**src/rtl/spi_pkg.sv**
```systemverilog
// spi_pkg: shared state encodings and parameter defaults
// for the multi-slave SPI master and its clock generator.
package spi_pkg;

  localparam int D_WIDTH_DEF = 8;
  localparam int SLAVES_DEF  = 4;
  localparam int DIV_W_DEF   = 16;

  localparam logic [0:0] S_IDLE = 1'b0;
  localparam logic [0:0] S_EXEC = 1'b1;

  function automatic int addr_w(input int n);
    return (n > 1) ? $clog2(n) : 1;
  endfunction

endpackage

```
**src/rtl/spi_clkgen.sv**
```systemverilog
// spi_clkgen: half-period divider and edge sequencer.
// Emits launch/capture strobes aligned to each sclk toggle.
module spi_clkgen
  import spi_pkg::*;
#(
  parameter int D_WIDTH = D_WIDTH_DEF,
  parameter int DIV_W   = DIV_W_DEF
) (
  input  logic             clk,
  input  logic             rst_n,
  input  logic             run,
  input  logic             cpha,
  input  logic [DIV_W-1:0] div,
  output logic             tick,
  output logic             launch,
  output logic             capture,
  output logic             last_cap,
  output logic             frame_end
);

  localparam int EW = $clog2(2 * D_WIDTH);
  localparam logic [EW-1:0] LAST   = EW'(2 * D_WIDTH - 1);
  localparam logic [EW-1:0] PENULT = EW'(2 * D_WIDTH - 2);

  logic [DIV_W-1:0] cnt;
  logic [EW-1:0]    ecnt;
  logic             lead;

  // Odd-numbered toggles are leading edges; cpha picks which edge captures.
  always_comb begin
    tick      = run && (cnt == div - DIV_W'(1));
    lead      = ~ecnt[0];
    capture   = tick && (lead ^ cpha);
    launch    = tick && !(lead ^ cpha);
    last_cap  = capture && (ecnt == (cpha ? LAST : PENULT));
    frame_end = tick && (ecnt == LAST);
  end

  // Half-period counter and per-frame toggle index, wrapping every frame.
  always_ff @(posedge clk or negedge rst_n) begin
    if (!rst_n) begin
      cnt  <= '0;
      ecnt <= '0;
    end else if (!run) begin
      cnt  <= '0;
      ecnt <= '0;
    end else if (tick) begin
      cnt  <= '0;
      ecnt <= (ecnt == LAST) ? '0 : ecnt + EW'(1);
    end else begin
      cnt  <= cnt + DIV_W'(1);
    end
  end

endmodule

```
**src/rtl/spi_master_multi.sv**
```systemverilog
// spi_master_multi: SPI master with per-slave chip selects,
// all four clock modes and back-to-back continuous frames.
module spi_master_multi
  import spi_pkg::*;
#(
  parameter int D_WIDTH = D_WIDTH_DEF,
  parameter int SLAVES  = SLAVES_DEF,
  parameter int DIV_W   = DIV_W_DEF
) (
  input  logic                       clk,
  input  logic                       rst_n,
  input  logic                       enable,
  input  logic                       cpol,
  input  logic                       cpha,
  input  logic                       cont,
  input  logic [addr_w(SLAVES)-1:0]  addr,
  input  logic [DIV_W-1:0]           clk_div,
  input  logic [D_WIDTH-1:0]         tx_data,
  input  logic                       miso,
  output logic                       sclk,
  output logic [SLAVES-1:0]          ss_n,
  output logic                       mosi,
  output logic                       busy,
  output logic                       tx_load,
  output logic                       rx_valid,
  output logic [D_WIDTH-1:0]         rx_data
);

  logic [0:0]         state;
  logic               tail;
  logic               cpha_q;
  logic [DIV_W-1:0]   div_q;
  logic [D_WIDTH-1:0] tx_sh;
  logic [D_WIDTH-1:0] rx_sh;
  logic               tick;
  logic               launch;
  logic               capture;
  logic               last_cap;
  logic               frame_end;

  spi_clkgen #(
    .D_WIDTH (D_WIDTH),
    .DIV_W   (DIV_W)
  ) u_clkgen (
    .clk       (clk),
    .rst_n     (rst_n),
    .run       (state == S_EXEC),
    .cpha      (cpha_q),
    .div       (div_q),
    .tick      (tick),
    .launch    (launch),
    .capture   (capture),
    .last_cap  (last_cap),
    .frame_end (frame_end)
  );

  // Transaction sequencer: accept, shift, chain or release.
  always_ff @(posedge clk or negedge rst_n) begin
    if (!rst_n) begin
      state    <= S_IDLE;
      tail     <= 1'b0;
      busy     <= 1'b1;
      sclk     <= 1'b0;
      mosi     <= 1'b1;
      ss_n     <= '1;
      tx_load  <= 1'b0;
      rx_valid <= 1'b0;
      rx_data  <= '0;
      tx_sh    <= '0;
      rx_sh    <= '0;
      cpha_q   <= 1'b0;
      div_q    <= DIV_W'(1);
    end else begin
      tx_load  <= 1'b0;
      rx_valid <= 1'b0;
      unique case (1'b1)
        (state == S_IDLE): begin
          busy <= enable;
          if (enable) begin
            state   <= S_EXEC;
            tail    <= 1'b0;
            cpha_q  <= cpha;
            div_q   <= (clk_div == '0) ? DIV_W'(1) : clk_div;
            sclk    <= cpol;
            ss_n    <= ~(SLAVES'(1) << addr);
            tx_load <= 1'b1;
            rx_sh   <= '0;
            if (cpha) begin
              mosi  <= 1'b1;
              tx_sh <= tx_data;
            end else begin
              mosi  <= tx_data[D_WIDTH-1];
              tx_sh <= {tx_data[D_WIDTH-2:0], 1'b0};
            end
          end
        end
        (state == S_EXEC): begin
          if (tail) begin
            if (tick) begin
              state <= S_IDLE;
              tail  <= 1'b0;
              busy  <= 1'b0;
            end
          end else begin
            if (tick) sclk <= ~sclk;
            if (capture) begin
              rx_sh <= {rx_sh[D_WIDTH-2:0], miso};
              if (last_cap) begin
                rx_data  <= {rx_sh[D_WIDTH-2:0], miso};
                rx_valid <= 1'b1;
              end
            end
            if (launch && !frame_end) begin
              mosi  <= tx_sh[D_WIDTH-1];
              tx_sh <= {tx_sh[D_WIDTH-2:0], 1'b0};
            end
            if (frame_end) begin
              if (cont) begin
                tx_load <= 1'b1;
                if (cpha_q) begin
                  tx_sh <= tx_data;
                end else begin
                  mosi  <= tx_data[D_WIDTH-1];
                  tx_sh <= {tx_data[D_WIDTH-2:0], 1'b0};
                end
              end else begin
                tail <= 1'b1;
                mosi <= 1'b1;
                ss_n <= '1;
              end
            end
          end
        end
        default: ;
      endcase
    end
  end

endmodule

```
**config.mk**
```make
export PLATFORM = sky130hd
export DESIGN_NAME = spi_master_multi
export DESIGN_NICKNAME = d
export VERILOG_FILES = /design/src/rtl/spi_pkg.sv /design/src/rtl/spi_clkgen.sv /design/src/rtl/spi_master_multi.sv
export SDC_FILE = /design/constraint.sdc
export NUM_CORES = 1
export LEC_CHECK = 0
export ABC_CLOCK_PERIOD_IN_PS = 3820
export CAP_MARGIN = 20
export CORE_MARGIN = 4
export CORE_UTILIZATION = 51
export DETAILED_ROUTE_END_ITERATION = 6
export GPL_ROUTABILITY_DRIVEN = 0
export PLACE_DENSITY = 0.81
export SETUP_SLACK_MARGIN = 0.3
export SYNTH_ARGS = -nofsm -noshare
export SYNTH_HDL_FRONTEND = slang
export SYNTH_SLANG_ARGS = --single-unit
```
**constraint.sdc**
```tcl
create_clock -name clk -period 3.82 [get_ports clk]
set_clock_uncertainty 0.2 [all_clocks]
set_input_delay 0.764 -clock clk [delete_from_list [all_inputs] [get_ports clk]]
set_output_delay 0.764 -clock clk [all_outputs]
set_load 0.02 [all_outputs]
```
==> metrics.txt <==
status finished, final reports clean; cell breakdown of the critical path buf_4 -> or4_4 -> nor2_1 -> xnor2_1 -> nand3_1 -> or4b_1 -> or4b_4 -> or3_4 -> o211ai_2; io pins 50; first-pass GRT wire length between 15000 and 20000 um; register area share after synthesis 44.0%; Synth Register Bits just over 70; Fill cells ~640; kind of critical path flip-flop to flip-flop; area growth from synthesis to final layout 22.6%; Final Hold Fails 0; Die Span X between 90 and 100 um; Post-Synthesis Cells roughly 440; placed cells about 600; largest net degree at the start of global routing slightly above 70; Mean Syn Cell Area between 9 and 10 um^2; syn nets about 480; Ys Warns 0; Total Routing Usage GR between 20% and 30%; setup TNS 0 ps; Core ar. between 7000 and 8000 um^2; family with the most delay on the worst path simple AND/OR/NAND/NOR gates; Rows 32; mux cell area share after synthesis around 6.4%; Synth Area in Simple Gates between 20 and 25%; Max IR drop VDD about 0.33 mV; Pre-antenna DRT Iters 5; P per Cell Area ~600 nW/um^2; Synth Area in Compound Gates between 10% and 20%; CP max FO 8; Initial Utilization 52.5%; DRC errors left 0; nets approximately 530; Synth Flop Type dfrtp_1; HP Class primary input to async pin; XOR/XNOR share of the synthesized area about 8%; # hold bufs at CTS 0; vias per cell just under 6; asr flop ratio synth 100%; n_diodes 0; netlist area before placement 4050 um^2; Longest Clk Path Bufs 2; final WL around 9800 um; worst path arrival time 3590 ps; number of global-route vias before repair approximately 3.6k; Max Freq around 0.29 GHz; RSZ-0062 raised after global routing yes; CP Buf/Inv Count 1; global route total overflow 0; Critical Path RT roughly 4000 ps; via count 3537; Worst setup SP type flip-flop; HPWL Detailed about 6800 um; total CTS buffers 9; static leakage 0.00213 uW; Avg WL per Cell 16.3 um; MaxCap Viol Count 0; largest family of logic cells by synthesized area simple AND/OR/NAND/NOR gates; layout cell share with drive strength beyond 1 approximately 15%; post-synth cell types 51; PortBufs 49; max incr delay on CP 560 ps; placed cell areas ~4700 um^2; initial antenna violation count 0; die area 9440 um^2; Final Max Slew Viols 0; Tcrit/Tclk final 91.8%; post-synthesis adder-cell area fraction less than 1%; CTS clk-pin slew, worst paths 80 ps; Tmin final between 3000 and 4000 ps; max_slew headroom between 40% and 50%; clock root buffer clkbuf_8; Clock Latency Late Sink between 300 and 400 ps; worst-margin pin slew 889 ps; Sink Count just over 70; Slowest-stage cell, CP or4_4; htree depth 3; Antenna Nets Post-Route 0; pre-CTS setup slack approximately 110 ps; die height between 90 and 100 um; setup violators final 0; DRT iter0 DRCs 172; Post-synth EDFFs 0; design area between 4000 and 5000 um^2; Worst setup EP type flip-flop; CTS tree yes; Final Non-Filler Cells between 600 and 700; setup slack after layout 313 ps
## power by group
| part | switching (uW) | internal [uW] |
|---|---|---|
| registers | 238 | 965 |
| logic | 677 | 559 |
| clock network | 317 | 242 |
| total | 1230 | 1770 |
## worst register-to-register path, delay by kind of cell (launching register included)
family | cells | cell delay, ps
AO/OA/AOI/OAI | 1 | 190
XOR/XNOR | 1 | 190
buffers and inverters | 1 | 140
flip-flops | 1 | 400
AND/OR/NAND/NOR | 6 | 2300
## cell usage in the layout, fill, tap and decap left out, drive strengths merged, types with 10 or more instances in the layout
master         synthesis  layout
nand2                 80      80
dfrtp                 64      64
clkdlybuf4s50          0      48
nor2                  37      37
xnor2                 23      23
buf                    6      21
a21oi                 19      19
nor3                  18      18
mux2i                 17      17
xor2                  14      14
o21ai                 14      14
nand3                 14      14
nor4                  10      10
o211ai                10      10
## through the flow
| stage | hold WS, ps | util, % | total power [uW] |
|---|---|---|---|
| after global placement | 288 | 60.8 | 2290 |
| after global routing | 222 | 64.3 | 3210 |
| after CTS | 229 | 63.5 | 2940 |
| after detailed placement | 293 | 60.9 | 2350 |
| after floorplan | 267 | - | 1970 |
| final | 206 | 64.3 | 3000 |
## cell usage after synthesis, types with 13 or more instances
cell | n | area share (%)
a21oi_1 | 19 | 2.3
nor2_1 | 37 | 3.4
nand2_1 | 80 | 7.4
clkbuf_1 | 17 | 1.6
mux2i_1 | 17 | 4.2
xor2_1 | 14 | 3.0
o21ai_0 | 13 | 1.6
xnor2_1 | 23 | 5.0
dfrtp_1 | 64 | 40
nor3_1 | 18 | 2.2
nand3_1 | 14 | 1.7
## state kept, by name, summed over array words and instances, names as in the netlist
name / flops
u_clkgen.cnt: 16
tx_sh: 8
rx_sh: 7
ss_n: 4
sclk: 1
cpha_q: 1
rx_data: 8
rx_valid: 1
tx_load: 1
u_clkgen.ecnt: 4
state: 1
tail: 1
busy: 1
div_q: 16
mosi: 1
## metal layers
layer	vias to the layer above	GRT usage (%)	part of all wire [%]
li1	1676	-	-
met1	1735	27.1	42
met2	102	35.4	51
met3	24	5.74	4.7
met4	0	8.64	1.8
met5	-	0	0
## timing repair
action	4_1_cts	5_1_grt
endpoints found under the setup margin	23	46
gates resized for setup	6	8
pin swaps	0	4
buffers inserted	0	4
## path summary, 6_finish.rpt
| path | start | endpoint | slack [ps] | cells after the start |
|---|---|---|---|---|
| max | div_q[0]$_DFFE_PN1P_ | tx_sh[2]$_DFFE_PN0P_ | 310 | 9 |
| min | rst_n | u_clkgen.cnt[12]$_DFF_PN0_ | 210 | 2 |
| max reg2reg | div_q[0]$_DFFE_PN1P_ | tx_sh[2]$_DFFE_PN0P_ | 310 | 9 |
| min reg2reg | rx_sh[4]$_DFFE_PN0P_ | rx_sh[5]$_DFFE_PN0P_ | 310 | 2 |
| max in group asynchronous | rst_n | busy$_DFFE_PN1P_ | 2860 | 2 |
| min in group clk | rx_sh[4]$_DFFE_PN0P_ | rx_sh[5]$_DFFE_PN0P_ | 310 | 2 |
## layout make-up
class,instances,area [um^2],area share [%]
flip-flops and latches,71,1790,35.9
multi-input cells,342,2210,44.5
well taps,102,128,2.57
inverters,5,18.8,0.378
clock buffers,9,124,2.49
repair buffers,69,646,13.0
clock inverters,7,55.1,1.11
## kinds of logic (layout without fill, tap and decap cells)
logic type / Yosys count / after routing
mux: 25 / 25
simple gates: 203 / 203
compound gates: 74 / 74
flops: 71 / 71
fa+ha+maj: 3 / 3
buf+inv: 28 / 90
xor+xnor: 37 / 37
No activity file was read; power rests on OpenSTA's default activity.
